`src/rtl/mux_pkg.sv`:
```
// mux_pkg: shared defaults and the beat entry layout used by the stream mux/demux blocks.
package mux_pkg;
   localparam int DEF_OUTPUT = 8;
   localparam int DEF_WIDTH  = 32;
   // Entry layout at the default sizes; parameterised blocks declare their own copy with the same fields.
   typedef struct packed {
      logic [$clog2(DEF_OUTPUT)-1:0] sel;
      logic [DEF_WIDTH-1:0]          data;
   } demux_entry_t;
endpackage

```
`src/rtl/sync_fifo2.sv`:
```
// sync_fifo2: two-entry synchronous FIFO with head-first read, push and pop allowed in the same cycle.
module sync_fifo2 import mux_pkg::*; #(
   parameter int W = 8
) (
   input  logic         clk,
   input  logic         rst_n,
   input  logic         push,
   input  logic [W-1:0] din,
   input  logic         pop,
   output logic [W-1:0] dout,
   output logic [1:0]   count,
   output logic         full,
   output logic         empty
);
   logic [W-1:0] head_q, head_d, tail_q, tail_d;
   logic [1:0]   count_q, count_d, pos;
   logic         push_ok, pop_ok;

   always_comb begin
      pop_ok  = pop & (count_q != 2'd0);
      push_ok = push & (count_q != 2'd2);
      // slot the new beat lands in once any pop has shifted the tail forward
      pos     = count_q - {1'b0, pop_ok};
      head_d  = pop_ok ? tail_q : head_q;
      tail_d  = tail_q;
      if (push_ok && pos == 2'd0) head_d = din;
      if (push_ok && pos == 2'd1) tail_d = din;
      count_d = count_q + {1'b0, push_ok} - {1'b0, pop_ok};
   end

   always_ff @(posedge clk or negedge rst_n) begin
      if (!rst_n) begin
         head_q  <= '0;
         tail_q  <= '0;
         count_q <= 2'd0;
      end else begin
         head_q  <= head_d;
         tail_q  <= tail_d;
         count_q <= count_d;
      end
   end

   assign dout  = head_q;
   assign count = count_q;
   assign full  = count_q == 2'd2;
   assign empty = count_q == 2'd0;
endmodule

```
`src/rtl/stream_demux.sv`:
```
// stream_demux: handshaked 1-to-N demultiplexer; buffers up to two beats and steers the head to its lane.
module stream_demux import mux_pkg::*; #(
   parameter int OUTPUT    = DEF_OUTPUT,
   parameter int WIDTH     = DEF_WIDTH,
   parameter int SEL_WIDTH = $clog2(OUTPUT)
) (
   input  logic                 clk,
   input  logic                 rst_n,
   input  logic                 in_valid_i,
   output logic                 in_ready_o,
   input  logic [WIDTH-1:0]     in_data_i,
   input  logic [SEL_WIDTH-1:0] in_sel_i,
   output logic [OUTPUT-1:0]    out_valid_o,
   input  logic [OUTPUT-1:0]    out_ready_i,
   output logic [WIDTH-1:0]     out_data_o,
   output logic                 sel_err_o
);
   localparam logic [SEL_WIDTH:0] OUT_LIM = OUTPUT[SEL_WIDTH:0];

   typedef struct packed {
      logic [SEL_WIDTH-1:0] sel;
      logic [WIDTH-1:0]     data;
   } entry_t;

   entry_t     din, dout;
   logic [1:0] count, count_d;
   logic       full, empty, sel_ok, accept, push, pop;
   logic       in_ready_q, in_ready_d, sel_err_q, sel_err_d;

   sync_fifo2 #(.W($bits(entry_t))) u_fifo (
      .clk   (clk),
      .rst_n (rst_n),
      .push  (push),
      .din   (din),
      .pop   (pop),
      .dout  (dout),
      .count (count),
      .full  (full),
      .empty (empty)
   );

   always_comb begin
      sel_ok     = {1'b0, in_sel_i} < OUT_LIM;
      accept     = in_valid_i & in_ready_q;
      // out-of-range beats are consumed from the producer but never stored
      push       = accept & sel_ok & ~full;
      pop        = ~empty & out_ready_i[dout.sel];
      count_d    = count + {1'b0, push} - {1'b0, pop};
      in_ready_d = count_d != 2'd2;
      sel_err_d  = accept & ~sel_ok;
      din        = '{sel: in_sel_i, data: in_data_i};
   end

   always_ff @(posedge clk or negedge rst_n) begin
      if (!rst_n) begin
         in_ready_q <= 1'b0;
         sel_err_q  <= 1'b0;
      end else begin
         in_ready_q <= in_ready_d;
         sel_err_q  <= sel_err_d;
      end
   end

   assign in_ready_o  = in_ready_q;
   assign sel_err_o   = sel_err_q;
   assign out_valid_o = empty ? '0 : {{(OUTPUT-1){1'b0}}, 1'b1} << dout.sel;
   assign out_data_o  = empty ? '0 : dout.data;
endmodule

```
`config.mk`:
```
export PLATFORM = sky130hd
export DESIGN_NAME = stream_demux
export DESIGN_NICKNAME = d
export VERILOG_FILES = /design/src/rtl/mux_pkg.sv /design/src/rtl/sync_fifo2.sv /design/src/rtl/stream_demux.sv
export SDC_FILE = /design/constraint.sdc
export NUM_CORES = 1
export LEC_CHECK = 0
export ABC_AREA = 1
export BUFFER_PORTS_ARGS = -buffer_cell sky130_fd_sc_hd__buf_2
export CORE_ASPECT_RATIO = 0.8
export CORE_MARGIN = 2
export CORE_UTILIZATION = 45
export CTS_CLUSTER_DIAMETER = 40
export DETAILED_ROUTE_END_ITERATION = 12
export PLACE_DENSITY = 0.74
export REMOVE_ABC_BUFFERS = 1
export SYNTH_ARGS = -nofsm -noshare
export SYNTH_HDL_FRONTEND = slang
export SYNTH_SLANG_ARGS = --single-unit
```
`constraint.sdc`:
```
create_clock -name clk -period 3 [get_ports clk]
set_clock_uncertainty 0.2 [all_clocks]
set_input_delay 0.6 -clock clk [delete_from_list [all_inputs] [get_ports clk]]
set_output_delay 0.6 -clock clk [all_outputs]
set_load 0.005 [all_outputs]
```
### Word-level counts from Yosys, hierarchy flattened

Index checks and enable logic that the tools add are counted.

* flip-flop bits (word level): 73
* bits of input ports: 46

* $add $sub $neg: 5
* order comparisons: 1
* equal/unequal tests: 4
* shift-type cells: 1
* muxes and demuxes: 6
* bitwise gates (word level): 7
* reductions and logical operators: 6

Operators by type and width (count)
* $mux W35: 2
* $mux W32: 1
* $mux W8: 1
* $shl A1 B3 Y8 const A: 1
* $sub A2 B1 Y2: 3
* $and A1 B1 Y1: 5
* $add A2 B1 Y2: 2
* $logic_not A2 Y1: 2
* $lt A3 B4 Y1 const B: 1
* $ne A2 B2 Y1 const B: 2
* $reduce_bool A2 Y1: 2
* $bmux W1 S3: 1
* $eq A2 B1 Y1 const B: 1
* $eq A2 B2 Y1 const B: 1
* $logic_and A1 B1 Y1: 2
* $not A1 Y1: 2
* $mux W1: 1

### Longest topological paths before layout

Gate-level depths: netlist of run 1.

* word-level depth: 8
* mapped depth: 19
* gate-level depth less buffers: 15

### Modules after synthesis

From an unflattened synthesis of run 1, not the netlist that was laid out.

* cells, all modules: 558
* area total of the unflattened synthesis: 3997.6 um^2

Modules (own cells, without submodules)
* sync_fifo2: times used 1, cells an instance 435, area an instance 3462.1 um^2, sequential area each 1801.7 um^2
* stream_demux: times used 1, cells an instance 123, area an instance 535.5 um^2, sequential area each 25.0 um^2

### Worst setup path after synthesis of run 1

No wires, ideal clock.

* path type: in2reg
* start: in out_ready_i[7]
* end: reg u_fifo.head_q[33], in the netlist u_fifo.dout[33]
* setup time: 0.117 ns
* arrival: 2.206 ns
* path slack: 0.478 ns
* cell stages on the path: 17
* buffers on the path: 4
* cell sequence: nand2_1 nand2_1 nand2_1 nand3_1 nand3_2 buf_6 buf_6 inv_1 ha_1 inv_1 nor2_1 nand2_2 buf_6 buf_2 o21ai_1 nand2_1 nand2_1

* word-level cells in the longest chain between the ends: 8
* elaborated cells on any way between the ends: 9

Ends and longest elaborated chain
* start: declaration: line stream_demux.sv:14 `input logic [OUTPUT-1:0] out_ready_i,`
* $bmux W1 S3 *: line stream_demux.sv:47 `pop = ~empty & out_ready_i[dout.sel];`
* $mux W1 (not written as such) *: line stream_demux.sv:47
* $and A1 B1 Y1 *: line stream_demux.sv:47
* $and A1 B1 Y1 *: line sync_fifo2.sv:20 `pop_ok = pop & (count_q != 2'd0);`
* $sub A2 B1 Y2: line sync_fifo2.sv:23 `pos = count_q - {1'b0, pop_ok};`
* $logic_not A2 Y1: line sync_fifo2.sv:26 `if (push_ok && pos == 2'd0) head_d = din;`
* $logic_and A1 B1 Y1: line sync_fifo2.sv:26
* $mux W35 / $reduce_bool A2 Y1 (equally long branches)
* end signal: assignment: line sync_fifo2.sv:33 `head_q <= '0;`
* end signal: assignment: line sync_fifo2.sv:37 `head_q <= head_d;`
* end: declaration: line sync_fifo2.sv:15 `logic [W-1:0] head_q, head_d, tail_q, tail_d;`

Every way passes the cells marked *; elsewhere a longest branch is shown, timed or not. The select of a mux whose other input is x is not followed.
A chain may end at the register's enable or synchronous reset.

### Worst setup path in the final report of run 1

* start: reg u_fifo.head_q[32], in the netlist u_fifo.dout[32]
* end: reg u_fifo.head_q[20], in the netlist u_fifo.dout[20]

* word-level cells in the longest chain between the ends: 8
* elaborated cells on any way between the ends: 9

Ends and longest elaborated chain (line)
* $bmux W1 S3 *: stream_demux.sv:47
* $mux W1 (not written as such) *: stream_demux.sv:47
* $and A1 B1 Y1 *: stream_demux.sv:47
* $and A1 B1 Y1 *: sync_fifo2.sv:20
* $sub A2 B1 Y2: sync_fifo2.sv:23
* $logic_not A2 Y1: sync_fifo2.sv:26
* $logic_and A1 B1 Y1: sync_fifo2.sv:26
* $mux W35 / $reduce_bool A2 Y1 (equally long branches)

Marked as above.

==> results.py, run 1 <==
metrics = {
    "run_status": {
        "status": "complete, no violations",
    },
    "clocking": {
        "worst_skew_pair.late_latency_ns": 0.34,
        "clkSinkCount": 73,
        "cts_buffer_depth": 2,
        "ctsResizeCount": 0,
        "cts_hold_buf": 0,
        "cts_made_buffers": 9,
        "path_clk_slew_ns": 0.08,
        "post-cts-setup-buffers": 0,
        "htree_levels": 3,
        "root_buffer": "clkbuf_8",
        "cts_tree": "done",
    },
    "finish": {
        "post_route_cells_drive_above_1_share": 0.202,
        "antennaDiodeCount": 0,
        "layout_common_cells": "163 x nand2_1, 85 x buf_2, 74 x inv_1",
        "finalNonFillerCells": 693,
        "nNetsFinal": 630,
        "fillers": 808,
        "layout_commonest_cell": "nand2_1",
        "final_cell_area_um2": 4400,
        "syn_to_final_growth_pct": 17.1,
    },
    "critical_path": {
        "critPathTopFamily": "simple AND/OR/NAND/NOR gates",
        "crit_path_top_delay_cell": "dfrtp_1",
        "worst-path-buf-inv": 4,
        "arrival_ns": 2.78,
        "reg2reg_depth": 15,
        "cp_cell_sequence": "inv_2 > nand2_1 > nand2_1 > nand2_1 > nand3_1 > nand3_2 > inv_1 > ha_1 > inv_1 > nor2_1 > nand2_4 > buf_4 > o21ai_0 > nand2_1 > nand2_1",
        "cp_common_cell": "nand2_1",
        "reg2reg_to": "u_fifo.dout[20]",
        "cp_max_fo": 33,
        "worstSetupPathType": "reg -> reg",
        "cp-start-kind": "flip-flop",
        "cp_slowest_stage_delay_ns": 0.52,
        "rr_startpoint": "u_fifo.dout[32]",
        "reg2reg_slack_ns": 0.30,
        "critPathRequiredTime_ns": 3.08,
        "cp-end-kind": "flip-flop",
    },
    "logic_synthesis": {
        "yosysWarnings": 0,
        "synth_top_area_share": 0.487,
        "synth_area_um2": 3750,
        "ys_ff_latch": 73,
        "synthCells": 506,
        "synth_area_leaders": "dfrtp_1 49%, nand2_1 16%, o21ai_0 8.7%",
        "ys_seq_area_frac": 0.487,
        "synth_top_area_cell": "dfrtp_1",
        "syn_avg_cell_area_um2": 7.42,
        "netlist-cell-type-count": 22,
    },
    "global_route": {
        "grt_pass1_wl_um": 14000,
        "track_usage": 0.191,
        "grt_overflow_total": 0,
        "grt_pass1_vias": 3115,
        "antenna_found_initial": 1,
        "grt_max_degree": 74,
    },
    "power": {
        "p_sw_uw": 2060,
        "finalPower_uw": 4720,
        "internal-power_uw": 2670,
        "power.density_nw_per_um2": 1070,
        "p_leak_uw": 0.00255,
        "power_frac_seq": 0.360,
        "combPwrFrac": 0.485,
        "ir_drop_mv": 0.557,
        "p_clk_frac": 0.155,
        "switching_share": 0.435,
    },
    "placement": {
        "portBuffers": 86,
        "place_congestion": 0.754,
        "placed_area_um2": 4210,
        "dpl.cell_count": 677,
        "dp_hpwl_um": 5420,
    },
    "die": {
        "die-height_um": 85.7,
        "num_rows": 29,
        "die_w_um": 106,
        "die_area_um2": 9100,
        "pin_count": 88,
        "core-area_um2": 8020,
        "initial_utilization": 0.468,
    },
    "routing": {
        "vias": 3282,
        "first_pass_iters": 5,
        "ant_nets": 0,
        "post-route-drc-count": 0,
        "routed_via_density": 4.74,
        "routed_wl_um": 8090,
        "wl_per_cell_um": 11.7,
        "drtIter0Drc": 195,
    },
    "hold_path": {
        "hold_class": "in -> async",
    },
    "sta": {
        "min_period_ns": 2.70,
        "fmax_mhz": 370,
        "min_period_over_period": 0.900,
        "maxSlewHeadroom": 0.401,
        "finalHoldViolations": 0,
        "drv_slew": 0,
        "setup-violations-final": 0,
        "hold_ws_ns": 0.163,
        "worst_pin_slew_ns": 0.899,
        "rsz0062_at_grt": "false",
    },
    "flow_run": {
        "maxCapViolations": 0,
    },
}
==> area by class of cell <==
cell class,instances,area (um2),area share
sequential,73,1830,0.415
multi-input combinational,327,1460,0.332
inverter,76,285,0.0649
tap,108,135,0.0307
timing repair buffer,93,498,0.113
clock buffer,12,165,0.0376
clock inverter,4,26.3,0.00597
==> sequential cells by signal, summed over array words and instances (netlist names) <==
register / count
u_fifo.count: 2
u_fifo.dout: 35
u_fifo.tail_q: 35
in_ready_o: 1
==> stage by stage <==
step,utilization,setup slack (ns),TNS (ns)
2_1_floorplan,-,-0.994,-55.36
3_3_place_gp,0.525,0.332,0
3_5_place_dp,0.525,0.279,0
4_1_cts,0.548,0.319,0
5_1_grt,0.548,0.0568,0
6_report,0.548,0.301,0
==> cells by family after synthesis <==
kind of cell / count (synthesis) / share of synthesized area
AND/OR/NAND/NOR: 247 / 0.267
adder cells (fa/ha/maj): 4 / 0.0133
AO/OA/AOI/OAI: 71 / 0.0976
buffers and inverters: 106 / 0.126
other: 1 / 0.000999
XOR/XNOR: 4 / 0.00933
flip-flops: 73 / 0.487
==> how the worst max path moves through the flow <==
stage                          startpoint         endpoint  slack (ns)  depth (start not counted)
final                     u_fifo.dout[32]  u_fifo.dout[20]        0.30                         15
after detailed placement   out_ready_i[6]       in_ready_o        0.28                         13
after global placement     out_ready_i[7]       in_ready_o        0.33                         13
after CTS                 u_fifo.dout[32]  u_fifo.dout[20]        0.32                         15
after global routing      u_fifo.dout[32]  u_fifo.dout[20]        0.06                         15
after floorplan           u_fifo.count[1]   u_fifo.dout[0]       -0.99                         11
==> power by group through the flow <==
stage	registers [uW]	logic (uW)	clock network (uW)
2_1_floorplan	1640	1590	0
3_3_place_gp	1690	2230	0
3_5_place_dp	1710	2310	0
4_1_cts	1700	2320	745
5_1_grt	1750	2700	786
6_report	1700	2290	731
==> routing by layer <==
| layer | track usage | share of wire | vias up |
|---|---|---|---|
| met1 | 0.257 | 0.47 | 1500 |
| li1 | - | - | 1684 |
| met2 | 0.313 | 0.46 | 88 |
| met4 | 0.0359 | 0.0064 | 2 |
| met5 | 0 | 0.0016 | - |
| met3 | 0.0562 | 0.059 | 8 |
==> synthesized netlist by cell type <==
| cell | count |
|---|---|
| nor2_1 | 41 |
| nor2_2 | 1 |
| or2_2 | 1 |
| inv_2 | 2 |
| xnor2_1 | 3 |
| buf_4 | 5 |
| a21oi_4 | 1 |
| o21ai_0 | 65 |
| clkbuf_1 | 6 |
| nand3_1 | 37 |
| o21ai_1 | 5 |
| dfrtp_1 | 73 |
| buf_2 | 14 |
| ha_1 | 4 |
| nand3_2 | 2 |
| nand2_1 | 163 |
| buf_6 | 5 |
| inv_1 | 74 |
| nand2_2 | 1 |
| xor2_1 | 1 |
| nand2_4 | 1 |
| conb_1 | 1 |
(Power assumes the default switching activity.)
==> inputs of run 2 (changes only) <==
--- a/config.mk
+++ b/config.mk
@@ -9,7 +9,7 @@
 export BUFFER_PORTS_ARGS = -buffer_cell sky130_fd_sc_hd__buf_2
 export CORE_ASPECT_RATIO = 0.8
-export CORE_MARGIN = 2
 export CORE_UTILIZATION = 45
 export CTS_CLUSTER_DIAMETER = 40
+export CTS_CLUSTER_SIZE = 40
 export DETAILED_ROUTE_END_ITERATION = 12
 export PLACE_DENSITY = 0.74
==> constraint.sdc (replaced) <==
create_clock -name clk -period 3 [get_ports clk]
set_clock_uncertainty 0.2 [all_clocks]
set_input_delay 0.3 -clock clk [delete_from_list [all_inputs] [get_ports clk]]
set_output_delay 0.3 -clock clk [all_outputs]
set_load 0.005 [all_outputs]
==> results.py, run 2 (synthesis gave the netlist of run 1 again) <==
metrics = {
    "finish": {
        "post_route_cells_drive_above_1_share": 0.197,
        "finalNonFillerCells": 693,
        "nNetsFinal": 631,
        "layout_commonest_cell": "nand2_1",
        "antennaDiodeCount": 0,
        "seq_area_um2": 1830,
        "multi_input_area_um2": 1460,
        "layout_common_cells": "163 x nand2_1, 85 x buf_2, 74 x inv_1",
        "syn_to_final_growth_pct": 16.6,
        "final_cell_area_um2": 4380,
        "fillers": 798,
    },
    "die": {
        "die_area_um2": 8720,
        "die-height_um": 83.7,
        "pin_count": 88,
        "num_rows": 29,
        "die_w_um": 104,
        "initial_utilization": 0.468,
        "core-area_um2": 8020,
    },
    "clocking": {
        "post-cts-setup-buffers": 0,
        "ctsResizeCount": 0,
        "cts_buffer_depth": 2,
        "path_clk_slew_ns": 0.08,
        "cts_made_buffers": 9,
        "htree_levels": 3,
        "root_buffer": "clkbuf_8",
        "clkSinkCount": 73,
        "worst_skew_pair.late_latency_ns": 0.33,
        "cts_tree": "done",
    },
    "global_route": {
        "grt_pass1_vias": 3086,
        "grt_pass1_wl_um": 13800,
        "track_usage": 0.196,
        "grt_overflow_total": 0,
        "grt_max_degree": 74,
        "antenna_found_initial": 0,
    },
    "critical_path": {
        "reg2reg_to": "in_ready_o",
        "cp-start-kind": "flip-flop",
        "arrival_ns": 2.66,
        "critPathTopFamily": "simple AND/OR/NAND/NOR gates",
        "worstSetupPathType": "reg -> reg",
        "worst-path-buf-inv": 4,
        "cp_slowest_stage_delay_ns": 0.48,
        "critPathRequiredTime_ns": 3.02,
        "rr_startpoint": "u_fifo.dout[32]",
        "crit_path_top_delay_cell": "dfrtp_1",
        "reg2reg_depth": 13,
        "cp-startpoint": "u_fifo.dout[32]",
        "reg2reg_slack_ns": 0.36,
        "cp_common_cell": "nand2_1",
        "cp_cell_sequence": "inv_2 > nand2_1 > nand2_1 > nand2_1 > nand3_1 > nand3_2 > buf_4 > inv_1 > ha_1 > inv_1 > ha_1 > xnor2_1 > or2_2",
        "cp-end-kind": "flip-flop",
        "cp_max_fo": 37,
    },
    "hold_path": {
        "hold_class": "in -> reg",
        "whs_path_depth": 3,
        "min_from": "in_data_i[17]",
        "hold_end": "u_fifo.tail_q[17]",
    },
    "sta": {
        "maxSlewHeadroom": 0.381,
        "setup-violations-final": 0,
        "hold_ws_ns": 0.0234,
        "finalHoldViolations": 0,
        "rsz0062_at_grt": "false",
        "fmax_mhz": 379,
        "min_period_ns": 2.64,
        "drv_slew": 0,
        "min_period_over_period": 0.879,
        "worst_pin_slew_ns": 0.928,
    },
    "routing": {
        "routed_wl_um": 8080,
        "first_pass_iters": 4,
        "wl_per_cell_um": 11.7,
        "vias": 3289,
        "ant_nets": 0,
        "routed_via_density": 4.75,
        "post-route-drc-count": 0,
        "drtIter0Drc": 159,
    },
    "power": {
        "ir_drop_mv": 0.415,
        "p_leak_uw": 0.00253,
        "power.density_nw_per_um2": 1060,
    },
    "placement": {
        "placed_area_um2": 4210,
        "dpl.cell_count": 677,
        "place_congestion": 0.849,
        "portBuffers": 86,
        "dp_hpwl_um": 5360,
    },
    "run_status": {
        "status": "complete, no violations",
    },
    "flow_run": {
        "maxCapViolations": 0,
    },
}
==> run 2: what timing repair did <==
action / in CTS / in global routing
endpoints found under the setup margin: 0 / 0
hold buffers: 1 / 0
hold endpoints to repair: 73 / 0
==> run 2: worst min-delay path, cell delays in order <==
cell and delay, ns:
buf_2 0.10, inv_1 0.05, o21ai_0 0.07
==> run 2: final cells by class <==
class	instances	area share
clock buffer	12	0.0331
clock inverter	3	0.00400
inverter	76	0.0651
multi-input combinational	327	0.334
sequential	73	0.417
tap	108	0.0309
timing repair buffer	94	0.116
==> run 2: power breakdown <==
| group | internal [uW] | leakage [uW] | switching (uW) | total [uW] |
|---|---|---|---|---|
| combinational | 862 | 0.00153 | 1460 | 2320 |
| sequential | 1440 | 0.000925 | 245 | 1680 |
| clock | 316 | 0.0000822 | 344 | 661 |
| total | 2620 | 0.00253 | 2050 | 4660 |
==> run 2: worst max-delay path by stage <==
stage / endpoint / slack, ns / cells past startpoint
floorplan: u_fifo.dout[0] / -0.99 / 11
global placement: in_ready_o / 0.50 / 13
detailed placement: in_ready_o / 0.36 / 13
CTS: in_ready_o / 0.35 / 13
global route: u_fifo.dout[24] / 0.20 / 15
finish: in_ready_o / 0.36 / 13
==> run 2: per-stage QoR <==
stage               setup slack (ns)  power (uW)  utilization  TNS [ns]
floorplan                     -0.994        3230            -    -55.36
global placement               0.501        3930        0.525         0
detailed placement             0.363        4040        0.525         0
CTS                            0.345        4720        0.546         0
global route                   0.204        5150        0.546         0
finish                         0.364        4660        0.546         0
==> run 2: metal layers <==
metal  routed length [um]  track usage  share of wire
met2                 3680        0.328           0.46
met1                 3930        0.258           0.49
met3                  430       0.0500          0.053
met5                    0            0              0
met4                   42       0.0390         0.0052
